## src/rtl/spi_target_io.sv

```systemverilog
// SPI target (mode 0, MSB first) with a small CPU register window.
// All SPI pins are oversampled in the clk domain; no second clock exists.
module spi_target_io #(
    parameter logic [7:0] FILL_BYTE = 8'hFF
) (
    input  logic       clk,
    input  logic       rst,
    input  logic [2:0] AD,
    input  logic [7:0] DI,
    output logic [7:0] DO,
    input  logic       rw,
    input  logic       cs,
    output logic       irq,
    input  logic       sck,
    input  logic       mosi,
    input  logic       ss_n,
    output logic       miso,
    output logic       miso_oe
);

    // Synchroniser chains; index 0 is the first flop, index 2 the edge-detect stage.
    logic [2:0] sck_sync;
    logic [2:0] ss_sync;
    logic [1:0] mosi_sync;

    // Gate for ss_n falls: only accepted once ss_n has been seen high after reset.
    logic [1:0] fill_cnt;
    logic       armed;

    // Register-window and shifter state.
    logic       rdy;
    logic       txe;
    logic       ovr;
    logic       ssact;
    logic       ie;
    logic [2:0] bit_cnt;
    logic [7:0] shift_rx;
    logic [7:0] shift_tx;
    logic [7:0] rx_data;
    logic [7:0] tx_hold;

    logic       sck_rise;
    logic       sck_fall;
    logic       ss_fall;
    logic       ss_rise;
    logic       cpu_rd;
    logic       cpu_wr;
    logic [7:0] tx_load;
    logic [7:0] rx_word;
    logic [7:0] rd_data;

    assign sck_rise = sck_sync[1] & ~sck_sync[2];
    assign sck_fall = ~sck_sync[1] & sck_sync[2];
    assign ss_fall  = armed & ~ss_sync[1] & ss_sync[2];
    assign ss_rise  = ss_sync[1] & ~ss_sync[2];
    assign cpu_rd   = cs & rw;
    assign cpu_wr   = cs & ~rw;
    assign tx_load  = txe ? FILL_BYTE : tx_hold;
    assign rx_word  = {shift_rx[6:0], mosi_sync[1]};
    assign miso     = shift_tx[7];
    assign miso_oe  = ssact;

    // Bring the asynchronous SPI pins into the clk domain.
    always_ff @(posedge clk) begin
        // NOTE: sequential state uses non-blocking assignments so every flop samples pre-edge values.
        if (!rst) begin
            sck_sync  <= 3'b000;
            ss_sync   <= 3'b111;
            mosi_sync <= 2'b11;
        end else begin
            sck_sync  <= {sck_sync[1:0], sck};
            ss_sync   <= {ss_sync[1:0], ss_n};
            mosi_sync <= {mosi_sync[0], mosi};
        end
    end

    // Arm ss_n fall detection only after the chain holds real samples showing ss_n high,
    // so a select that was already low across reset is ignored.
    always_ff @(posedge clk) begin
        if (!rst) begin
            fill_cnt <= 2'd0;
            armed    <= 1'b0;
        end else begin
            if (fill_cnt != 2'd3)
                fill_cnt <= fill_cnt + 2'd1;
            if (fill_cnt == 2'd3 && ss_sync[2])
                armed <= 1'b1;
        end
    end

    // CPU read multiplexer.
    always_comb begin
        // NOTE: default assignment first so no path leaves rd_data unassigned (no latch).
        rd_data = 8'h00;
        case (AD)
            3'd0:    rd_data = {rdy, txe, ovr, ssact, 3'b000, ie};
            3'd1:    rd_data = rx_data;
            default: rd_data = 8'h00;
        endcase
    end

    // CPU accesses, SPI shifting and status flags, with simultaneous-event priority.
    always_ff @(posedge clk) begin
        if (!rst) begin
            DO       <= 8'h00;
            irq      <= 1'b0;
            rdy      <= 1'b0;
            txe      <= 1'b1;
            ovr      <= 1'b0;
            ssact    <= 1'b0;
            ie       <= 1'b0;
            bit_cnt  <= 3'd0;
            shift_rx <= 8'h00;
            shift_tx <= FILL_BYTE;
            rx_data  <= 8'hFF;
            tx_hold  <= 8'hFF;
        end else begin
            // NOTE: when several statements below assign one flag, the last one in program
            // order wins; the ordering is what encodes simultaneous-event priority.
            if (cpu_rd) begin
                DO <= rd_data;
                if (AD == 3'd1)
                    rdy <= 1'b0;
            end
            if (cpu_wr && AD == 3'd0) begin
                ie <= DI[0];
                if (DI[5])
                    ovr <= 1'b0;
            end

            if (ss_fall) begin
                bit_cnt  <= 3'd0;
                shift_tx <= tx_load;
                txe      <= 1'b1;
                ssact    <= 1'b1;
            end else if (ss_rise) begin
                ssact   <= 1'b0;
                bit_cnt <= 3'd0;
            end else if (ssact) begin
                if (sck_rise) begin
                    shift_rx <= rx_word;
                    bit_cnt  <= bit_cnt + 3'd1;
                    if (bit_cnt == 3'd7) begin
                        rx_data <= rx_word;
                        rdy     <= 1'b1;
                        if (rdy)
                            ovr <= 1'b1;
                    end
                end else if (sck_fall) begin
                    if (bit_cnt == 3'd0) begin
                        shift_tx <= tx_load;
                        txe      <= 1'b1;
                    end else begin
                        shift_tx <= {shift_tx[6:0], 1'b1};
                    end
                end
            end

            // A CPU write of the holding register overrides a same-edge consume.
            if (cpu_wr && AD == 3'd1) begin
                tx_hold <= DI;
                txe     <= 1'b0;
            end

            irq <= ie & rdy;
        end
    end

endmodule
```

## config.mk

```make
export PLATFORM = sky130hd
export DESIGN_NAME = spi_target_io
export DESIGN_NICKNAME = d
export VERILOG_FILES = /design/src/rtl/spi_target_io.sv
export SDC_FILE = /design/constraint.sdc
export NUM_CORES = 1
export LEC_CHECK = 0
export ABC_AREA = 1
export BUFFER_PORTS_ARGS = -buffer_cell sky130_fd_sc_hd__buf_4
export CORE_MARGIN = 3
export CORE_UTILIZATION = 38
export CTS_CLUSTER_DIAMETER = 60
export DETAILED_ROUTE_END_ITERATION = 7
export SLEW_MARGIN = 20
export SYNTH_ARGS = -nofsm -noshare
export SYNTH_HDL_FRONTEND = slang
export SYNTH_SLANG_ARGS = --single-unit
```

## constraint.sdc

```tcl
create_clock -name clk -period 1.7 [get_ports clk]
set_clock_uncertainty 0.15 [all_clocks]
set_input_delay 0.34 -clock clk [delete_from_list [all_inputs] [get_ports clk]]
set_output_delay 0.34 -clock clk [all_outputs]
set_load 0.01 [all_outputs]
```

# Yosys cells after proc, flatten, opt, wreduce, memory -nomap -nowiden
# Index checks and enable logic that the tools add are counted.
# Widths: inputs -> output; s select.
word_totals:
  register_bits: 59
op_classes:
  add_sub_neg: 2
  n_eq_ne: 8
  mux: 32
  n_bitwise: 16
  n_reduce_logical: 17
op_table:
  columns: ["cell", "count"]
  rows:
  - ["$mux 8", 7]
  - ["$mux 1", 24]
  - ["$pmux 8 s2", 1]
  - ["$reduce_and 5->1", 2]
  - ["$reduce_bool 3->1", 3]
  - ["$and 1x1->1", 8]
  - ["$not 1->1", 8]
  - ["$reduce_and 4->1", 2]
  - ["$logic_not 3->1", 2]
  - ["$reduce_bool 2->1", 3]
  - ["$ne 2x2->1 const B", 2]
  - ["$add 3x1->3 const B", 1]
  - ["$eq 3x1->1 const B", 1]
  - ["$eq 3x3->1 const B", 1]
  - ["$logic_and 1x1->1", 3]
  - ["$ne 3x1->1 const B", 1]
  - ["$ne 3x2->1 const B", 1]
  - ["$reduce_or 3->1", 1]
  - ["$add 2x1->2 const B", 1]
  - ["$eq 2x2->1 const B", 1]
  - ["$ne 2x1->1 const B", 1]
  - ["$reduce_and 2->1", 1]

# Depth between registers and ports, before layout
# Gate-level depths: netlist of the first run.
logic_depth:
  ltp_word: 10
  mapped_depth: 9

# Worst setup path before layout of the first run
# OpenSTA, ideal clock, no wires.
synth_timing:
  kind: "register to register"
  from: "reg bit_cnt[0]"
  to: "reg shift_tx[6]"
  path_slack_ps: 265
  t_required_ps: 1486
  t_arrival_ps: 1221
  stages_incl_launch_ff: 10
  setup_ps: 64
  cell_sequence: "dfxtp_1 inv_1 ha_1 inv_1 nor2_1 nor2_1 nand2_1 nand2_1 nand2_1 nand3_1"
synth_between:
  elab_chain_len: 7
synth_lines:
  columns: ["element", "line_no", "rtl"]
  rows:
  - ["start, declared", "36", "logic [2:0] bit_cnt;"]
  - ["start signal, assigned", "142", "bit_cnt <= bit_cnt + 3'd1;"]
  - ["$logic_not 3->1", "150", "if (bit_cnt == 3'd0) begin"]
  - ["$mux 8", "150", null]
  - ["$mux 8", "149", "end else if (sck_fall) begin"]
  - ["$mux 8", "140", "if (sck_rise) begin"]
  - ["$mux 8", "139", "end else if (ssact) begin"]
  - ["$mux 8", "136", "end else if (ss_rise) begin"]
  - ["$mux 8", "131", "if (ss_fall) begin"]
  - ["end signal, assigned", "133", "shift_tx <= tx_load;"]
  - ["end signal, assigned", "151", "shift_tx <= tx_load;"]
  - ["end signal, assigned", "154", "shift_tx <= {shift_tx[6:0], 1'b1};"]
  - ["end, declared", "38", "logic [7:0] shift_tx;"]
# No other way between the ends. The select of a mux whose other input is x is not followed.
# A chain may end at the register's enable or synchronous reset.

# Final worst setup path of the first run
layout_timing:
  from: "reg ssact (netlist: miso_oe)"
  to: "out miso_oe"
layout_lines:
  columns: ["element", "line_no", "rtl"]
  rows:
  - ["start, declared", "34", "logic ssact;"]
  - ["start signal, assigned", "110", "ssact <= 1'b0;"]
  - ["start signal, assigned", "135", "ssact <= 1'b1;"]
  - ["start signal, assigned", "137", "ssact <= 1'b0;"]
  - ["end, declared", "18", "output logic miso_oe"]
# No word-level cell between the ends.

==> qor.yml, run 1 <==
status: "finished clean"
cts_tree: "done"
netlist_area_mm2: 0.00240
reg2reg_from: "bit_cnt[0]"
instances_no_fill: 444
rows: 28
path_clk_slew_ns: 0.07
cts_max_level: 3
finalMaxSlewViolations: 0
num_io_pins: 29
syn_to_final_growth_pct: 23.5
crit_slowest_cell: "dfxtp_1"
fin_util: 0.493
cp_cell_sequence: "buf_4"
ir_worst_vdd_uv: 642
p_leak_uw: 0.00149
place_inst: 428
rr_endpoint: "shift_tx[5]"
coreArea_mm2: 0.00603
hp-class: "in -> reg"
insertion_delay_ns: 0.34
hold_viol: 0
clk_path_buf_depth: 2
hold_buffers: 0
post-route-period-util: 0.872
netlist_instances: 322
vias: 2047
cts_sinks: 59
yosys_warnings: 0
mostFrequentLayoutCells: "nand2_1 (99), dfxtp_1 (59), nor2_1 (41), nand3_1 (41), buf_4 (38)"
grt_usage: 0.146
grt_overflow: 0
cp-start-kind: "register"
finalSetupViolCount: 0
maxCapViolations: 0
worst_pin_slew_ns: 0.303
die_area_mm2: 0.00732
p_per_area_mw_per_mm2: 1020
min-delay-start: "mosi"
syn-num-nets: 344
critPathMaxStageDelay_ns: 0.48
timing.fmax_mhz: 675
synth_top_cell_area_share: 0.491
crit_type: "reg -> out"
ys_seq_elements: 59
synth_cell_types: 27
final_common_cell: "nand2_1"
whs_endpoint: "mosi_sync[0]"
wirelength_um: 4880
cp.arrival_ns: 0.99
routabilityCongestion: 0.747
grt_max_degree: 16
whs_path_depth: 2
cp_num_buf_inv: 1
seq_area_frac_synth: 0.491
synth_area_per_cell_um2: 7.47
worstPathMaxFanout: 5
power_frac_comb: 0.056
setup-tns-final_ns: 0
cts-root-buf: "clkbuf_8"
p_int_uw: 2330
layout-drive-gt1-share: 0.214
cts_buffers: 9
rsz0062_at_grt: "no"
wl_met1_um: 2380
grt_pass1_vias: 1899
cts_resized: 0
postCtsSetupRepairBufs: 0
fp.dieH_um: 85.6
endpoint_kind: "primary output"
pwr-share-seq: 0.475
grt_first_pass_wirelength_um: 8410
post_drt_wl_per_cell_um: 11.0
swShare: 0.233
drt_first_pass_iters: 4
wl_met2_um: 2190
synth_area_leaders: "dfxtp_1 (49%), nand2_1 (15%), nand3_1 (8.5%)"
r2r_cells: 10
required_ns: 1.21
die_x_um: 85.6
vias_per_cell: 4.61
nets: 386
postRouteAntennaNets: 0
wl_met3_um: 212
cp_top_family: "flip-flops"
relSlewSlack: 0.798
start_util: 0.399
hpwl_um: 3530
clkPwrFrac: 0.468
finalCriticalPeriod_ns: 1.48
io_buffers: 28
drc_errors: 0
antennaDiodeCount: 0
yosys.area.top_type: "dfxtp_1"
reg2reg_slack_ns: 0.26
antenna_found_initial: 0
netSwitchingPower_uw: 707
drtIter0Drc: 76
dr.max_layer_used: "met4"
[area by class of cell]
type	count	area, um2
fillers	622	3060
clock buffers	9	124
multi-input cells	231	1090
clock inverters	7	101
inverters	25	93.8
flip-flops and latches	59	1180
repair buffers	38	285
well taps	75	93.8
[worst max-delay path by stage]
stage | start | end | cells past startpoint | slack, ns
2_1_floorplan | bit_cnt[0] | shift_tx[6] | 9 | 0.26
3_3_place_gp | bit_cnt[0] | shift_tx[4] | 10 | 0.28
3_5_place_dp | bit_cnt[0] | shift_tx[4] | 10 | 0.26
4_1_cts | miso_oe | miso_oe | 1 | 0.17
5_1_grt | bit_cnt[0] | shift_tx[4] | 10 | 0.11
6_report | miso_oe | miso_oe | 1 | 0.22
[power by group through the flow]
| stage | sequential (uW) | combinational, uW | clock, uW |
|---|---|---|---|
| 4_1_cts | 1450 | 174 | 1470 |
| 3_5_place_dp | 1480 | 172 | 0 |
| 3_3_place_gp | 1480 | 168 | 0 |
| 2_1_floorplan | 1470 | 99.1 | 0 |
| 5_1_grt | 1450 | 198 | 1540 |
| 6_report | 1450 | 172 | 1420 |
[cell usage after synthesis, drive strengths merged]
master,instances
ha,4
inv,24
clkinv,1
o21ai,11
nand2,103
buf,6
nand3,43
a21oi,12
nand4,1
dfxtp,59
or2,12
nor2,42
nor3,1
xor2,1
clkbuf,1
o21a,1
[cell families after synthesis]
logic type | synth area share
DFF | 0.491
adders and majority gates | 0.0208
and+or+nand+nor | 0.368
AOI/OAI and AO/OA | 0.0604
xor gates and xnor gates | 0.00364
buffers and inverters | 0.0557
[sequential cells by signal, summed over array words and instances (netlist names)]
name and cells:
DO 8, miso_oe 1, tx_hold 8, rx_data 8, fill_cnt 2, bit_cnt 3, ovr 1, sck_sync 3
ie 1, shift_rx 7, armed 1, shift_tx 8, mosi_sync 2, txe 1, irq 1, rdy 1
ss_sync 3
[per-layer routing]
metal  global-route usage  vias up
met5                    0        -
met4               0.0604        0
met3               0.0557       10
met2                0.225       24
met1                0.183      906
li1                     -     1107
[stage by stage]
stage	total power [uW]	cell area, um2	setup WS, ns	hold slack, ns
after floorplan	1570	2400	0.265	0.240
after global placement	1640	2740	0.276	0.243
after detailed placement	1650	2740	0.263	0.247
after CTS	3090	2970	0.171	0.0131
after global routing	3190	2970	0.107	0.0117
final	3040	2970	0.218	0.0305
Note: power is estimated with default switching activity, not from simulation.
==> run 2, diff against run 1 <==
CORE_UTILIZATION = 55   (was 38)
PLACE_DENSITY = 0.85   (was unset)
==> run 2 against run 1 <==
  * Core utilization rose by 21 points
  * Non-clock buffer count down 3
  * Final cell count decreased by 6.3%
  * Design area shrank 2.8%
  * First-iteration DRC count grew 5.3%
  * Setup slack got worse by 0.038 ns
  * Flip-flop and latch count unchanged
  * Count of clock-buffer cells in the layout is 3 higher
  * Power fell by 6.4%
  * Largest power group unchanged
  * Highest routed layer unchanged
==> qor.yml, run 2 (synthesis gave the netlist of run 1 again) <==
relSlewSlack: 0.690  # -0.108
fp.dieH_um: 72.1  # -16%
setup-tns-final_ns: 0  # unchanged
antennaDiodeCount: 0  # unchanged
crit_type: "reg -> reg"
ir_worst_vdd_uv: 772  # +20%
postRouteAntennaNets: 0  # unchanged
postCtsSetupRepairBufs: 0  # unchanged
post_drt_wl_per_cell_um: 11.8  # +7.0%
p_int_uw: 2210  # -5.2%
drtIter0Drc: 80  # +5.3%
p_leak_uw: 0.00146  # -2.0%
rows: 23  # -18%
wirelength_um: 4890  # +0.23%
syn_to_final_growth_pct: 20.0
hold_viol: 0  # unchanged
finalMaxSlewViolations: 0  # unchanged
fin_ws_ns: 0.180  # -0.0382 ns
final_common_cell: "nand2_1"
die_x_um: 72.1  # -16%
post-route-period-util: 0.894  # +0.0225
worstPathMaxFanout: 10  # +5
cts_resized: 0  # unchanged
coreArea_mm2: 0.00412  # -32%
pwr-share-seq: 0.508  # +0.033
cts_buffers: 9  # unchanged
fin_util: 0.701  # +0.208
drt_first_pass_iters: 4  # unchanged
finalCriticalPeriod_ns: 1.52  # +0.0382 ns
grt_overflow: 0  # unchanged
cp.arrival_ns: 1.58  # +0.59 ns
p_per_area_mw_per_mm2: 987  # -3.6%
clk_path_buf_depth: 2  # unchanged
vias_per_cell: 5.05  # +9.4%
worst_pin_slew_ns: 0.463  # +0.160 ns
vias: 2099  # +2.5%
die_area_mm2: 0.00520  # -29%
hold_buffers: 0  # unchanged
timing.fmax_mhz: 658  # -2.5%
hpwl_um: 3370  # -4.3%
status: "finished clean"
num_io_pins: 29  # unchanged
fillers: 338  # -46%
start_util: 0.584  # +0.185
mostFrequentLayoutCells: "nand2_1 (99), dfxtp_1 (59), nor2_1 (41), nand3_1 (41), buf_4 (35)"
grt_max_degree: 39  # +23
swShare: 0.223  # -0.00922
cts-root-buf: "clkbuf_8"
netSwitchingPower_uw: 636  # -10%
place_ws_ns: 0.187  # -0.0752 ns
multi_input_area_mm2: 0.00109  # unchanged
io_buffers: 28  # unchanged
grt_pass1_vias: 2018  # +6.3%
nets: 383  # -0.78%
finalSetupViolCount: 0  # unchanged
cts_sinks: 59  # unchanged
grt_usage: 0.218  # +0.0722
power_frac_comb: 0.059  # +0.003
hp-class: "in -> reg"
regArea_mm2: 0.00118  # unchanged
rsz0062_at_grt: "no"
antenna_found_initial: 0  # unchanged
cp-start-kind: "register"
path_clk_slew_ns: 0.06  # about the same
drc_errors: 0  # unchanged
routabilityCongestion: 0.807  # +8.1%
cts_max_level: 3  # unchanged
clkPwrFrac: 0.433  # -0.035
grt_first_pass_wirelength_um: 8680  # +3.2%
required_ns: 1.76  # +0.55 ns
maxCapViolations: 0  # unchanged
cts_tree: "done"
endpoint_kind: "register"
insertion_delay_ns: 0.34  # about the same
layout-drive-gt1-share: 0.202  # -0.0119
==> run 2: cell types whose count changed in the layout (fill, tap and decap cells not counted) <==
cell       change
inv_6          -1
clkbuf_8       +1
bufinv_16      -1
clkinv_4       -2
clkbuf_1       +2
clkinv_2       +1
buf_4          -3
==> run 2: final cells by class <==
| cell class | instances | share of cell area |
|---|---|---|
| Clock buffer | 12 | 0.0503 |
| Clock inverter | 4 | 0.0173 |
| Inverter | 25 | 0.0325 |
| Multi-Input combinational cell | 231 | 0.378 |
| Sequential cell | 59 | 0.409 |
| Tap cell | 50 | 0.0217 |
| Timing Repair Buffer | 35 | 0.0911 |
==> run 2: power by group through the flow <==
stage	clock network (uW)	logic [uW]	registers, uW
finish	1230	167	1450
global route	1330	190	1450
CTS	1270	168	1450
detailed placement	0	166	1480
global placement	0	160	1480
floorplan	0	99.1	1470
==> run 2: path summary, 6_finish.rpt <==
kind | startpoint | cells past startpoint | slack, ns | endpoint
worst max-delay path | bit_cnt[0] | 5 | 0.18 | rx_data[1]
worst min-delay path | sck | 3 | 0.03 | sck_sync[0]
worst max register to register | bit_cnt[0] | 5 | 0.18 | rx_data[1]
worst min register to register | sck_sync[0] | 2 | 0.26 | sck_sync[1]
==> run 2: metal layers <==
metal	GRT usage	wire length, um	vias up
li1	-	-	1094
met2	0.361	2430	39
met4	0.121	187	0
met1	0.235	2030	945
met3	0.0900	248	21
met5	0	0	-
==> run 2: stage by stage <==
step / hold WS (ns) / area [um2] / total power [uW] / instances
finish: 0.0317 / 2890 / 2850 / 416
global route: 0.0187 / 2890 / 2970 / 416
CTS: 0.0173 / 2890 / 2880 / 416
detailed placement: 0.248 / 2690 / 1640 / 400
global placement: 0.242 / 2690 / 1640 / 400
floorplan: 0.240 / 2400 / 1570 / 322
==> run 2: worst max-delay path: stages, from the launching register on <==
cell     delay, ns
dfxtp_1       0.35
ha_1          0.16
ha_1          0.36
nand2_2       0.19
nand2_1       0.11
nand3_1       0.06
